===== src/rtl/alu_sweep_gen_if.sv =====
// ALU vector bus between the sweep generator and the ALU under test.
// Handshake: the master raises vld with a stable vector (op, src_data,
// dest_data, ext, misc); a vector is accepted on any rising edge where
// vld && rdy, and res is sampled on that same edge. While vld && !rdy the
// master holds every vector field unchanged. The slave may hold rdy high
// at all times; back-to-back accepts are allowed.
interface alu_sweep_gen_if #(
  parameter int DATA_SIZE = 5,
  parameter int OP_SIZE   = 3,
  parameter int RES_SIZE  = 16
);
  logic [OP_SIZE-1:0]   op;
  logic [DATA_SIZE-1:0] src_data;
  logic [DATA_SIZE-1:0] dest_data;
  logic                 ext;
  logic                 misc;
  logic                 vld;
  logic                 rdy;
  logic [RES_SIZE-1:0]  res;

  // Generator side
  modport master (
    output op, src_data, dest_data, ext, misc, vld,
    input  rdy, res
  );

  // ALU / consumer side
  modport slave (
    input  op, src_data, dest_data, ext, misc, vld,
    output rdy, res
  );
endinterface


===== src/rtl/alu_sweep_gen.sv =====
// ALU exhaustive sweep generator: walks op 0..OP_LAST, dest_data and
// src_data over their full range (src innermost), presents each vector over
// a valid/ready bus, and folds every accepted result into a rotate-xor
// signature while counting accepted vectors.
// Optional feature macro: ALU_SWEEP_EXT_EN -- when defined, ext is swept as
// the outermost dimension (a full pass with ext=0, then one with ext=1).
// When undefined, ext is tied to 0 and a single pass occurs.
module alu_sweep_gen #(
  parameter int DATA_SIZE = 5,
  parameter int OP_SIZE   = 3,
  parameter int RES_SIZE  = 16,
  parameter int OP_LAST   = 6
) (
  input  logic                          clk,
  input  logic                          rst,
  input  logic                          start,
  input  logic                          misc_cfg,
  alu_sweep_gen_if.master               vec,
  output logic                          busy,
  output logic                          done,
  output logic [OP_SIZE+2*DATA_SIZE:0]  count,
  output logic [RES_SIZE-1:0]           signature,
  output logic [1:0]                    dbg_state_o
);

  localparam int CNT_W = OP_SIZE + 2 * DATA_SIZE + 1;

  typedef enum logic [1:0] {
    ST_IDLE = 2'd0,
    ST_RUN  = 2'd1,
    ST_DONE = 2'd2
  } state_t;

  state_t               state_q, state_d;
  logic [OP_SIZE-1:0]   op_q, op_d;
  logic [DATA_SIZE-1:0] src_q, src_d;
  logic [DATA_SIZE-1:0] dest_q, dest_d;
  logic                 ext_q, ext_d;
  logic                 misc_q, misc_d;
  logic [CNT_W-1:0]     cnt_q, cnt_d;
  logic [RES_SIZE-1:0]  sig_q, sig_d;

  logic src_max;
  logic dest_max;
  logic op_last;
  logic last_vec;
  logic accept;

  // Position flags of the current vector within the sweep.
  always_comb begin
    src_max  = (src_q == {DATA_SIZE{1'b1}});
    dest_max = (dest_q == {DATA_SIZE{1'b1}});
    op_last  = (op_q == OP_SIZE'(OP_LAST));
`ifdef ALU_SWEEP_EXT_EN
    last_vec = src_max && dest_max && op_last && ext_q;
`else
    last_vec = src_max && dest_max && op_last;
`endif
    accept   = (state_q == ST_RUN) && vec.rdy;
  end

  // Next-state and datapath update; every _d defaults to hold.
  always_comb begin
    state_d = state_q;
    op_d    = op_q;
    src_d   = src_q;
    dest_d  = dest_q;
    ext_d   = ext_q;
    misc_d  = misc_q;
    cnt_d   = cnt_q;
    sig_d   = sig_q;

    unique case (state_q)
      ST_IDLE, ST_DONE: begin
        // A new sweep starts from (0,0,0) with cleared statistics.
        if (start) begin
          state_d = ST_RUN;
          op_d    = '0;
          src_d   = '0;
          dest_d  = '0;
          ext_d   = 1'b0;
          misc_d  = misc_cfg;
          cnt_d   = '0;
          sig_d   = '0;
        end
      end

      ST_RUN: begin
        // start is ignored here; only an accept moves the sweep on.
        if (accept) begin
          sig_d = {sig_q[RES_SIZE-2:0], sig_q[RES_SIZE-1]} ^ vec.res;
          cnt_d = cnt_q + CNT_W'(1);
          if (last_vec) begin
            state_d = ST_DONE;
          end else begin
            src_d = src_q + DATA_SIZE'(1);
            if (src_max) begin
              dest_d = dest_q + DATA_SIZE'(1);
              if (dest_max) begin
                if (op_last) begin
                  // Only reachable with the ext pass enabled: begin ext=1.
                  op_d  = '0;
`ifdef ALU_SWEEP_EXT_EN
                  ext_d = 1'b1;
`else
                  ext_d = 1'b0;
`endif
                end else begin
                  op_d = op_q + OP_SIZE'(1);
                end
              end
            end
          end
        end
      end

      default: begin
        state_d = ST_IDLE;
      end
    endcase
  end

  // State and datapath registers; reset wins over everything else.
  always_ff @(posedge clk) begin
    if (rst) begin
      state_q <= ST_IDLE;
      op_q    <= '0;
      src_q   <= '0;
      dest_q  <= '0;
      ext_q   <= 1'b0;
      misc_q  <= 1'b0;
      cnt_q   <= '0;
      sig_q   <= '0;
    end else begin
      state_q <= state_d;
      op_q    <= op_d;
      src_q   <= src_d;
      dest_q  <= dest_d;
      ext_q   <= ext_d;
      misc_q  <= misc_d;
      cnt_q   <= cnt_d;
      sig_q   <= sig_d;
    end
  end

  // Outputs come straight from registers, so the vector bus is glitch-free.
  assign vec.op        = op_q;
  assign vec.src_data  = src_q;
  assign vec.dest_data = dest_q;
  assign vec.ext       = ext_q;
  assign vec.misc      = misc_q;
  assign vec.vld       = (state_q == ST_RUN);
  assign busy          = (state_q == ST_RUN);
  assign done          = (state_q == ST_DONE);
  assign count         = cnt_q;
  assign signature     = sig_q;
  assign dbg_state_o   = state_q;

endmodule


===== src/flat_wrapper.sv =====
// flat-port wrapper written by rule: the top's interface ports become plain ports
module alu_sweep_gen_flat 
#(
  parameter int DATA_SIZE = 5,
  parameter int OP_SIZE   = 3,
  parameter int RES_SIZE  = 16,
  parameter int OP_LAST   = 6
)
  (clk, rst, start, misc_cfg, busy, done, count, signature, dbg_state_o, vec_op, vec_src_data, vec_dest_data, vec_ext, vec_misc, vec_vld, vec_rdy, vec_res);
  alu_sweep_gen_if #(.DATA_SIZE(DATA_SIZE), .OP_SIZE(OP_SIZE), .RES_SIZE(RES_SIZE)) vec_i ();
  input  logic clk;
  input  logic rst;
  input  logic start;
  input  logic misc_cfg;
  output logic busy;
  output logic done;
  output logic [OP_SIZE+2*DATA_SIZE:0] count;
  output logic [RES_SIZE-1:0] signature;
  output logic [1:0] dbg_state_o;
  output wire logic [$bits(vec_i.op)-1:0] vec_op;
  output wire logic [$bits(vec_i.src_data)-1:0] vec_src_data;
  output wire logic [$bits(vec_i.dest_data)-1:0] vec_dest_data;
  output wire logic [$bits(vec_i.ext)-1:0] vec_ext;
  output wire logic [$bits(vec_i.misc)-1:0] vec_misc;
  output wire logic [$bits(vec_i.vld)-1:0] vec_vld;
  input wire logic [$bits(vec_i.rdy)-1:0] vec_rdy;
  input wire logic [$bits(vec_i.res)-1:0] vec_res;
  assign vec_op = vec_i.op;
  assign vec_src_data = vec_i.src_data;
  assign vec_dest_data = vec_i.dest_data;
  assign vec_ext = vec_i.ext;
  assign vec_misc = vec_i.misc;
  assign vec_vld = vec_i.vld;
  assign vec_i.rdy = vec_rdy;
  assign vec_i.res = vec_res;
  alu_sweep_gen #(.DATA_SIZE(DATA_SIZE), .OP_SIZE(OP_SIZE), .RES_SIZE(RES_SIZE), .OP_LAST(OP_LAST)) u_core (.clk(clk), .rst(rst), .start(start), .misc_cfg(misc_cfg), .vec(vec_i), .busy(busy), .done(done), .count(count), .signature(signature), .dbg_state_o(dbg_state_o));
endmodule

===== config.mk =====
export PLATFORM = sky130hd
export DESIGN_NAME = alu_sweep_gen_flat
export DESIGN_NICKNAME = d
export VERILOG_FILES = /design/src/rtl/alu_sweep_gen_if.sv /design/src/rtl/alu_sweep_gen.sv /design/src/flat_wrapper.sv
export SDC_FILE = /design/constraint.sdc
export NUM_CORES = 1
export LEC_CHECK = 0
export CORE_UTILIZATION = 47
export CTS_CLUSTER_DIAMETER = 50
export DETAILED_ROUTE_END_ITERATION = 8
export PLACE_DENSITY = 0.87
export SLEW_MARGIN = 40
export SYNTH_ARGS = -nofsm -noshare
export SYNTH_HDL_FRONTEND = slang
export SYNTH_SLANG_ARGS = --single-unit

===== constraint.sdc =====
create_clock -name clk -period 2.13 [get_ports clk]
set_clock_uncertainty 0.2 [all_clocks]
set_input_delay 0.3195 -clock clk [delete_from_list [all_inputs] [get_ports clk]]
set_output_delay 0.3195 -clock clk [all_outputs]
set_load 0.05 [all_outputs]

---- After elaboration in Yosys (flattened, before gate mapping) ----
Index checks and enable logic that the tools add are counted.
Widths: inputs -> output; s select.
word-level totals
  bits in registers ....................... 47
  bits of input ports ..................... 21
  output and inout bits ................... 50
  logic and storage cells ................. 70
cells by class
  add/sub/neg operators ................... 4
  equality and inequality tests ........... 12
  mux-type cells .......................... 32
  bitwise gates (word level) .............. 1
  reductions and logical operators ........ 13
operator list
  operator               count
  $mux 16                2
  $pmux 16 s2            1
  $mux 5                 6
  $mux 14                2
  $pmux 14 s2            1
  $pmux 5 s2             2
  $mux 3                 6
  $xor 16x16->16         1
  $add 14x1->14 const B  1
  $add 5x1->5 const B    2
  $eq 5x5->1 const B     2
  $ne 2x1->1 const B     5
  $reduce_and 7->1       1
  $mux 1                 6
  $mux 2                 3
  $pmux 3 s2             1
  $reduce_and 3->1       2
  $reduce_and 6->1       1
  $reduce_and 5->1       1
  $ne 2x2->1 const B     2
  $pmux 2 s2             1
  $reduce_and 4->1       1
  $add 3x1->3 const B    1
  $eq 3x3->1 const B     1
  other kinds (8)        10

---- Logic depth before layout (Yosys ltp) ----
  depth in word-level cells ............... 7
  mapped depth ............................ 7
  depth with buffers taken out ............ 7

---- Worst setup path before layout ----
Ideal clock, no wire load.
  path kind ............................... reg2out
  start ................................... reg u_core.state_q[0], in the netlist u_core.dbg_state_o[0]
  end ..................................... out vec_vld
  arrival time ............................ 1.978 ns
  path slack .............................. -0.367 ns
  stages on the path, launching flop included .. 5
  buffers on the path ..................... 2
  cells stage by stage .................... dfxtp_1 > nand2b_2 > inv_2 > clkbuf_1 > buf_4
on the way
  longest elaborated chain between the ends .. 1
ends and longest elaborated chain
  element                 line                  text
  start, declared         alu_sweep_gen.sv:34   state_t state_q, state_d;
  start signal, assigned  alu_sweep_gen.sv:135  state_q <= state_d;
  $eq 2x1->1              -
  end, declared           flat_wrapper.sv:25    output wire logic [$bits(vec_i.vld)-1:0] vec_vld;
No other way between the ends.

---- Final worst setup path ----
  start ................................... reg u_core.cnt_q[5], in the netlist u_core.count[5]
  end ..................................... out count[5]
RTL lines
  element                 line                  text
  start, declared         alu_sweep_gen.sv:40   logic [CNT_W-1:0] cnt_q, cnt_d;
  start signal, assigned  alu_sweep_gen.sv:141  cnt_q <= cnt_d;
  end, declared           flat_wrapper.sv:17    output logic [OP_SIZE+2*DATA_SIZE:0] count;
No word-level cell between the ends.

==> impl_metrics.csv <==
group,metric,value,unit
route,firstDrtPassIters,4,
setup_path,cp-start-kind,"flop",
synth,synth-edff-count,0,
setup_path,max_stage_delay,0.84,ns
synth,synthCells,260,
synth,syn_area,2330,sq um
global_routing,grt.total_usage,22.1,%
placed_design,dp_hpwl,4.04,mm
power_and_ir_drop,clkPwrFrac,30.5,%
die,chipWidth,72.4,um
synth,synth_largest_area_cell,"dfxtp_1",
cells_and_area,drive_above_1_share,18.7,%
route,routed_wl,5.60,mm
setup_path,end_kind,"output pin",
synth,synth_cell_types,52,
die,initial_core_util,48.9,%
outcome,run_status,"completed",
setup_path,timing_worst_setup_path_type,"flop to output pin",
clock_network,clock_latency,0.30,ns
sta,finalHoldViolations,0,
global_routing,first_global_vias,2038,
sta,slew_headroom,65.5,%
sta,totalNegativeSetupSlack,0,ns
route,detail-route-antenna-nets,0,
cells_and_area,stdcell_area,3250,sq um
synth,yosysTopAreaCellShare,39.6,%
clock_network,clk_path_buf_depth,2,
flow_run,max_cap_violations,0,
power_and_ir_drop,total_power,1800,uW
synth,yosys-top-cells-area,"dfxtp_1 40%, xor2_1 6.4%, a21oi_1 6.0%, nand3_1 4.3%, nand2_1 4.2%",
power_and_ir_drop,seq_power_share,50.2,%
setup_path,cp.depth,1,
route,wl_per_cell,14.0,um
cells_and_area,fin_nets,357,
sta,rsz0062_at_grt,"true",
synth,ys_seq_elements,46,
die,die_y,72.4,um
global_routing,grt_first_pass_wirelength,9.08,mm
route,vias,2180,
power_and_ir_drop,p_leak,0.00127,uW
synth,ys_seq_area_share,39.6,%
placed_design,gp_congestion,0.825,
cells_and_area,antenna_cells,0,
setup_path,arrival,1.57,ns
synth,synth.net_count,286,
die,ios,71,
synth,yosys_warnings,0,
sta,period_share,97.9,%
synth,synth_flop_cell,"dfxtp_1",
clock_network,root_buffer,"clkbuf_8",
clock_network,cts_max_level,2,
setup_path,worstPathRequired,1.61,ns
placed_design,placed_cell_area,3120,sq um
synth,syn_avg_cell_area,8.95,sq um
route,vias_per_cell,5.46,
power_and_ir_drop,pwr-share-comb,19.3,%
power_and_ir_drop,switching_share,28.9,%
setup_path,reg2regPathDepth,7,
sta,fmax,480,MHz
route,drt_first_iter_violations,114,
global_routing,grt_start_max_net_pins,24,
synth,synth-async-reset-ratio,0,%
setup_path,crit_chain,"clkdlybuf4s50_1",
die,rows,25,
global_routing,gr-total-overflow,0,
power_and_ir_drop,p_int,1280,uW
hold_path,holdPathStages,1,
power_and_ir_drop,switchingPower,520,uW
power_and_ir_drop,vdd_drop_max,0.351,mV
sta,setup_viol,0,
sta,worst_pin_slew,0.517,ns
clock_network,tritoncts,"yes",
clock_network,cts.clk_slew.worst_paths,0.08,ns
setup_path,cp_num_buf_inv,1,
setup_path,cp_top_family,"buffers and inverters",
sta,slew_violations,0,
clock_network,numCtsBuffers,5,
synth,synthTopCellsByCount,"46 x dfxtp_1, 28 x a21oi_1, 26 x nand2_1, 20 x nand3_1, 20 x nor2_1",
sta,whs,0.273,ns
hold_path,hold_class,"flop to flop",
sta,period_minus_slack,2.09,ns
route,post-route-drc-count,0,
setup_path,worst-path-max-fanout,4,
power_and_ir_drop,power.density,553,nW/um^2
placed_design,port_buffers,69,
cells_and_area,utilization,68.3,%
setup_path,cp_slowest_cell,"clkdlybuf4s50_1",
cells_and_area,syn2layout_area_growth,39.6,%
synth,synth.most_common_cell,"dfxtp_1",
clock_network,cts_sinks,46,
die,die_area,5240,sq um
die,coreArea,4750,sq um
global_routing,antenna_found_initial,0,
## layout by cell type (no fill, tap or decap), types with 5 or more instances in the layout
| cell type | netlist | layout |
|---|---|---|
| xnor2_1 | 9 | 9 |
| buf_4 | 4 | 19 |
| nor2_1 | 20 | 19 |
| a2111oi_2 | 5 | 5 |
| nand2_1 | 26 | 25 |
| a31oi_1 | 6 | 6 |
| dfxtp_1 | 46 | 38 |
| clkdlybuf4s50_1 | 0 | 55 |
| a21oi_1 | 28 | 28 |
| clkbuf_8 | 0 | 6 |
| dfxtp_2 | 0 | 6 |
| xor2_1 | 17 | 17 |
| inv_1 | 7 | 7 |
| nand3_1 | 20 | 20 |
## metrics by stage
stage / setup slack [ns] / cells
detailed placement: -0.0489 / 391
global route: -0.00588 / 399
finish: 0.0447 / 399
CTS: 0.0201 / 399
floorplan: 0.00508 / 260
global placement: 0.0192 / 391
## routing by layer
| layer | vias up | track usage [%] | routed length (um) |
|---|---|---|---|
| met3 | 13 | 5.56 | 240 |
| li1 | 1059 | - | - |
| met2 | 55 | 37.5 | 2760 |
| met4 | 0 | 8.93 | 110 |
| met5 | - | 0 | 0 |
| met1 | 1053 | 26.7 | 2490 |
## worst paths after layout
check	startpoint	end	slack [ns]
worst min register to register	u_core.vec.dest_data[2]$_SDFFE_PP0P_	u_core.vec.dest_data[2]$_SDFFE_PP0P_	0.27
worst max register to register	u_core.vec.src_data[0]$_SDFFE_PP0P_	u_core.vec.dest_data[3]$_SDFFE_PP0P_	0.06
worst min-delay path	u_core.vec.dest_data[2]$_SDFFE_PP0P_	u_core.vec.dest_data[2]$_SDFFE_PP0P_	0.27
worst max-delay path	u_core.count[5]$_SDFFE_PP0P_	count[5]	0.04
## sequential cells by signal (all words and copies together), names as in the netlist
register and flops:
u_core.signature 16, u_core.vec.dest_data 5, u_core.count 14, u_core.vec.misc 1, u_core.vec.src_data 5, u_core.vec.op 3
u_core.dbg_state_o 2
## logic make-up (layout without fill, tap and decap cells)
kind of cell / count (synthesis) / after routing / share of synthesized area, %
compound gates: 63 / 63 / 19.8
xor+xnor: 26 / 26 / 9.79
fa+ha+maj: 5 / 5 / 2.69
buf+inv: 25 / 97 / 5.27
flops: 46 / 46 / 39.6
mux: 3 / 3 / 1.45
other cells: 1 / 1 / 0.161
simple gates: 91 / 91 / 21.2
## cell type report
type,instances,area (sq um)
Sequential cell,46,936
Timing Repair Buffer,81,792
Multi-Input combinational cell,189,1320
Clock buffer,7,86.3
Tap cell,67,83.8
Inverter,8,30.0
Fill cell,405,1510
Clock inverter,1,5.00
## power groups by stage
stage,sequential (uW),clock [uW],combinational (uW)
2_1_floorplan,985,0,149
3_3_place_gp,920,0,336
3_5_place_dp,921,0,340
4_1_cts,901,557,342
5_1_grt,904,595,368
6_report,901,548,347
## repair_timing
action / CTS / global route
setup endpoints to repair: 3 / 12
buffers inserted: 0 / 0
pin swaps: 0 / 1
resized for setup: 2 / 10
hold buffers: 0 / 0
gates cloned: 0 / 0
Note: power is estimated with default switching activity, not from simulation.
